--- config.mk ---
export PLATFORM = sky130hd
export DESIGN_NAME = codec_init_sequencer
export DESIGN_NICKNAME = d
export VERILOG_FILES = /design/src/rtl/codec_init_sequencer.sv
export SDC_FILE = /design/constraint.sdc
export NUM_CORES = 1
export LEC_CHECK = 0
export BUFFER_PORTS_ARGS = -buffer_cell sky130_fd_sc_hd__buf_2
export CAP_MARGIN = 10
export CORE_MARGIN = 2
export CORE_UTILIZATION = 60
export CTS_CLUSTER_DIAMETER = 80
export DETAILED_ROUTE_END_ITERATION = 7
export PLACE_DENSITY = 0.92
export SETUP_SLACK_MARGIN = 0.05
export SLEW_MARGIN = 20
export SYNTH_ARGS = -nofsm -noshare
export SYNTH_HDL_FRONTEND = slang
export SYNTH_SLANG_ARGS = --single-unit
--- constraint.sdc ---
create_clock -name osc_clk -period 7.2 [get_ports osc_clk]
set_clock_uncertainty 0.1 [all_clocks]
set_input_delay 0.72 -clock osc_clk [delete_from_list [all_inputs] [get_ports osc_clk]]
set_output_delay 0.72 -clock osc_clk [all_outputs]
set_load 0.01 [all_outputs]
--- src/rtl/codec_init_sequencer.sv ---
// Codec init sequencer: power-up delay, then one I2C write per table entry to the audio codec.
// Build with INIT_TIMEOUT_EN defined to add the per-command watchdog and the ERROR state.
module codec_init_sequencer #(
    parameter logic [7:0]  SLAVE_ADDR     = 8'h35,
    parameter int unsigned NUM_CMDS       = 8,
    parameter int unsigned POWERUP_CYCLES = 1_000_000,
    parameter int unsigned GAP_CYCLES     = 1000,
    parameter int unsigned TIMEOUT_CYCLES = 2_000_000
) (
    input  logic       osc_clk,
    input  logic       rst_n,
    input  logic       start,
    input  logic       i2c_free,
    output logic       i2c_en,
    output logic [7:0] i2c_slave_addr,
    output logic [7:0] i2c_reg,
    output logic [7:0] i2c_data,
    output logic       busy,
    output logic       done,
    output logic       error,
    output logic [3:0] cmd_idx
);

    typedef enum logic [2:0] {
        S_POWERUP,
        S_ISSUE,
        S_WAIT_ACK,
        S_WAIT_DONE,
        S_GAP,
        S_DONE,
        S_ERROR
    } state_e;

    localparam logic [31:0] PU_LOAD  = 32'(POWERUP_CYCLES - 1);
    localparam logic [31:0] GAP_LOAD = 32'(GAP_CYCLES - 1);
    localparam logic [3:0]  LAST_IDX = 4'(NUM_CMDS - 1);

    if (NUM_CMDS < 1 || NUM_CMDS > 16 || POWERUP_CYCLES < 1 || GAP_CYCLES < 1 ||
        TIMEOUT_CYCLES < 1) begin : g_param_check
        $error("codec_init_sequencer: parameter out of range");
    end

    // Register/data pairs; slots past the populated table read as zero.
    function automatic logic [15:0] table_entry(input logic [3:0] idx);
        case (idx)
            4'd0:    return {8'h1E, 8'h00};
            4'd1:    return {8'h19, 8'hC0};
            4'd2:    return {8'h1A, 8'hF8};
            4'd3:    return {8'h07, 8'h02};
            4'd4:    return {8'h08, 8'h00};
            4'd5:    return {8'h05, 8'h00};
            4'd6:    return {8'h0A, 8'hFF};
            4'd7:    return {8'h0B, 8'hFF};
            default: return 16'h0000;
        endcase
    endfunction

    state_e      state_q, state_d;
    logic [31:0] cnt_q, cnt_d;
    logic [3:0]  idx_q, idx_d;
    logic        en_q, en_d;
    logic [7:0]  reg_q, reg_d;
    logic [7:0]  data_q, data_d;
    logic        busy_q, busy_d;
    logic        done_q, done_d;
    logic        err_d;
`ifdef INIT_TIMEOUT_EN
    localparam logic [31:0] WD_LIMIT = 32'(TIMEOUT_CYCLES);
    logic [31:0] wd_q, wd_d;
    logic        err_q;
`endif

    always_comb begin
        // NOTE: every signal gets a default first so no latch is inferred.
        state_d = state_q;
        cnt_d   = cnt_q;
        idx_d   = idx_q;
        en_d    = 1'b0;
`ifdef INIT_TIMEOUT_EN
        wd_d    = wd_q;
`endif
        case (state_q)
            S_POWERUP: begin
                if (cnt_q == '0) state_d = S_ISSUE;
                else             cnt_d   = cnt_q - 32'd1;
            end
            S_ISSUE: begin
                if (i2c_free) begin
                    en_d    = 1'b1;
                    state_d = S_WAIT_ACK;
                end
            end
            S_WAIT_ACK: begin
                if (!i2c_free) state_d = S_WAIT_DONE;
            end
            S_WAIT_DONE: begin
                if (i2c_free) begin
                    if (idx_q == LAST_IDX) begin
                        state_d = S_DONE;
                    end else begin
                        state_d = S_GAP;
                        cnt_d   = GAP_LOAD;
                    end
                end
            end
            S_GAP: begin
                if (cnt_q == '0) begin
                    state_d = S_ISSUE;
                    idx_d   = idx_q + 4'd1;
                end else begin
                    cnt_d = cnt_q - 32'd1;
                end
            end
            S_DONE, S_ERROR: begin
                if (start) begin
                    state_d = S_ISSUE;
                    idx_d   = 4'd0;
                end
            end
            default: state_d = S_POWERUP;
        endcase
`ifdef INIT_TIMEOUT_EN
        // Watchdog spans both wait states; only a free rise in WAIT_DONE ends the command normally.
        if (state_q == S_ISSUE) begin
            wd_d = '0;
        end else if (state_q == S_WAIT_ACK || (state_q == S_WAIT_DONE && !i2c_free)) begin
            if (wd_q == WD_LIMIT) state_d = S_ERROR;
            else                  wd_d    = wd_q + 32'd1;
        end
`endif
        // Status flags and table outputs are registered from the next state so they track it exactly.
        busy_d          = (state_d != S_DONE) && (state_d != S_ERROR);
        done_d          = (state_d == S_DONE);
        err_d           = (state_d == S_ERROR);
        {reg_d, data_d} = table_entry(idx_d);
    end

    // NOTE: clocked state uses non-blocking assignments only.
    always_ff @(posedge osc_clk or negedge rst_n) begin
        if (!rst_n) begin
            state_q <= S_POWERUP;
            cnt_q   <= PU_LOAD;
            idx_q   <= 4'd0;
            en_q    <= 1'b0;
            reg_q   <= 8'h1E;
            data_q  <= 8'h00;
            busy_q  <= 1'b1;
            done_q  <= 1'b0;
`ifdef INIT_TIMEOUT_EN
            wd_q    <= '0;
            err_q   <= 1'b0;
`endif
        end else begin
            state_q <= state_d;
            cnt_q   <= cnt_d;
            idx_q   <= idx_d;
            en_q    <= en_d;
            reg_q   <= reg_d;
            data_q  <= data_d;
            busy_q  <= busy_d;
            done_q  <= done_d;
`ifdef INIT_TIMEOUT_EN
            wd_q    <= wd_d;
            err_q   <= err_d;
`endif
        end
    end

    assign i2c_en         = en_q;
    assign i2c_slave_addr = SLAVE_ADDR;
    assign i2c_reg        = reg_q;
    assign i2c_data       = data_q;
    assign busy           = busy_q;
    assign done           = done_q;
    assign cmd_idx        = idx_q;
`ifdef INIT_TIMEOUT_EN
    assign error          = err_q;
`else
    // Without the watchdog the ERROR state is unreachable.
    assign error          = 1'b0;
    logic unused_err;
    assign unused_err     = err_d;
`endif

endmodule
==> key figures <==
Floorplan
  • IO Count: 36
  • Die span in y: between 70 and 80 um
  • Std cell rows: 25
  • Die Width: about 74 um
  • Initial Utilization: 62.36%
  • Core ar.: between 0.004 and 0.005 mm2
  • Die ar.: 0.005486 mm2

Power and ir drop
  • Cell Pwr Density: 236.7 mW/mm2
  • Worst VDD drop: 0.1583 mV
  • Pleak: 0.001343 uW

Final layout
  • Design Area, Final: 0.003112 mm2
  • Fin nets: 337
  • Largest register FFs: 32
  • Antenna diodes: 0
  • Synth-to-layout area growth: 5.650%
  • Share of cells above drive strength 1: 20.18%

Drt
  • Remaining DRCs: 0
  • Post-route ant nets: 0
  • Routed wire per std cell: 15.94 um
  • Via density: 6.076
  • Routed WL: 6279 um
  • Via count: ~2400
  • Drt pass-1 iters: 4
  • Drt first-iter violations: between 200 and 300

CTS
  • Cts hold-fix bufs: 0
  • Clock sinks: 51
  • # H-tree levels: 2
  • Clk buf depth: 2
  • CTS tree: done
  • Root buffer cell: clkbuf_8
  • Resize count post-CTS: 0
  • CTS Buf Count: 5
  • Clk_lat worst skew: ~0.32 ns
  • Clock slew at reported path FFs: 0.10 ns
  • Setup Fix Bufs, Post-CTS: 0

Yosys
  • Syn_area_per_cell: 9.440 um2
  • Number of library cell types mapped by synthesis: 55
  • Post-synthesis instance total: 312
  • Post-synthesis cell area: 0.002945 mm2
  • Synthesized flop and latch total: 51
  • Fraction of registers with async set/reset: 100.0%
  • Number of synthesized flops with an enable pin: 0
  • Seq/Total Area, Yosys: 44.05%
  • Top_reg_cell synth: dfrtp_1
  • Syn. warnings: 0

Timing
  • Minimum clock period: 3.501 ns
  • Final WS setup: 3.699 ns
  • RSZ-0062 raised after global routing: false
  • F_max: 285.7 MHz
  • Worst slew margin: 43.10%
  • Worst-Margin Slew: 0.8428 ns
  • Final Slew Violations: 0
  • Hold Fails Final Rpt: 0
  • Final setup fails: 0
  • Setup TNS: 0 ns
  • Final Cycle Share: 48.62%

GRT
  • Initial antenna violation count: 0
  • Largest net degree at the start of global routing: 52
  • Total grt overflow: 0
  • First-pass GRT wire length: 10230 um
  • Vias in the first global route: 2204
  • All-Layer GR Usage: 24.53%

Setup path
  • Data required, critical path: 7.34 ns
  • Flop-to-flop setup slack: ~3.7 ns
  • R2R cell count: 11
  • Crit path DAT: 3.64 ns
  • Setup crit start kind: flop
  • CP Class: reg -> reg
  • Worst-path fanout max: 6
  • Element type at the critical path end: flop

Worst hold path
  • Hold WC Path Type: in -> async

Job
  • Max Cap Violations: 0

Place
  • Placed cell area: 0.003014 mm2
  • Dpl hpwl: 4312 um
  • Port buffer count: 23
  • Worst Setup Slack post-DPL: 3.734 ns
  • Routability cong.: roughly 0.9

Status
  • Outcome: finished clean
==> report_power, final <==
part	switching, uW	internal [uW]	total, uW
clock network	106	72.1	178
registers	33.0	323	356
logic	139	62.6	202
total	279	458	736
==> through the flow <==
stage	instances	hold WS [ns]	utilization (%)	power, uW
final	394	0.3841	65.88	736.4
after global routing	394	0.4284	65.88	771.4
after CTS	394	0.4093	65.88	736.5
after detailed placement	386	0.3992	63.81	556.2
after global placement	386	0.3907	63.81	548.8
after floorplan	322	0.3244	-	509.8
==> synthesized netlist by cell type (5+ instances only) <==
library cell | count | area, um2
o21ai_0 | 11 | 55.05
clkbuf_1 | 8 | 30.03
dfrtp_1 | 34 | 850.8
nor2_1 | 29 | 108.9
dfstp_2 | 17 | 446.7
nor4_1 | 17 | 106.4
a21oi_1 | 18 | 90.09
xor2_1 | 9 | 78.83
or3_1 | 6 | 37.54
nor2b_1 | 5 | 31.28
inv_1 | 11 | 41.29
nand3_1 | 9 | 45.04
ha_1 | 7 | 87.58
xnor2_1 | 9 | 78.83
nand4_1 | 11 | 68.82
buf_4 | 16 | 120.1
nand2_1 | 14 | 52.55
nor3_1 | 14 | 70.07
==> critical path: stages (launching register included) <==
cell and delay, ns:
dfstp_2 0.39, inv_1 0.07, ha_1 0.20, nor3b_1 0.58, nand3_1 0.22, nor3_1 0.47, o21ai_0 0.26, a22oi_1 0.37
inv_1 0.17, ha_1 0.35, inv_1 0.05, a211oi_1 0.19
==> cell type report <==
class / instances / area [um2]
inverter: 11 / 41.29
tap: 67 / 83.83
fill: 374 / 1612
clock buffer: 5 / 68.82
sequential: 51 / 1297
clock inverter: 3 / 28.78
timing repair buffer: 27 / 145.1
multi-input combinational: 230 / 1446
==> path summary, 6_finish.rpt <==
path | start | endpoint
setup / recovery | cnt_q[0] | i2c_data[6]
hold / removal | rst_n | cnt_q[13]
max in group asynchronous | rst_n | i2c_reg[0]
setup reg to reg | cnt_q[0] | i2c_data[6]
hold reg to reg | cnt_q[2] | cnt_q[2]
min in group osc_clk | cnt_q[2] | cnt_q[2]
==> cells in the final DEF (no fill, tap or decap), types with 7 or more instances in the layout <==
master   count
conb_1      12
dfstp_2     17
dfrtp_1     34
nor3_1      14
nand2_1     14
xnor2_1      9
ha_1         7
nand4_1     11
buf_2       23
nand3_1      9
nor4_1      17
xor2_1       9
nor2_1      29
o21ai_0     11
inv_1       11
a21oi_1     18
==> layer usage <==
| layer | track usage, % | share of wire, % | wire, um |
|---|---|---|---|
| met5 | 0 | 0 | 0 |
| met1 | 32.42 | 42 | 2646 |
| met4 | 11.72 | 2.1 | 129 |
| met3 | 5.691 | 6.1 | 380 |
| met2 | 38.39 | 50 | 3123 |
==> logic make-up after synthesis <==
group	after synthesis	share of synthesized area, %
AOI/OAI and AO/OA	54	11.85
xor gates and xnor gates	18	5.353
adders and majority gates	7	2.974
buffers and inverters	41	8.114
DFF	51	44.05
muxes	1	0.3399
other	2	0.2550
and+or+nand+nor	138	27.06
(Power assumes the default switching activity.)
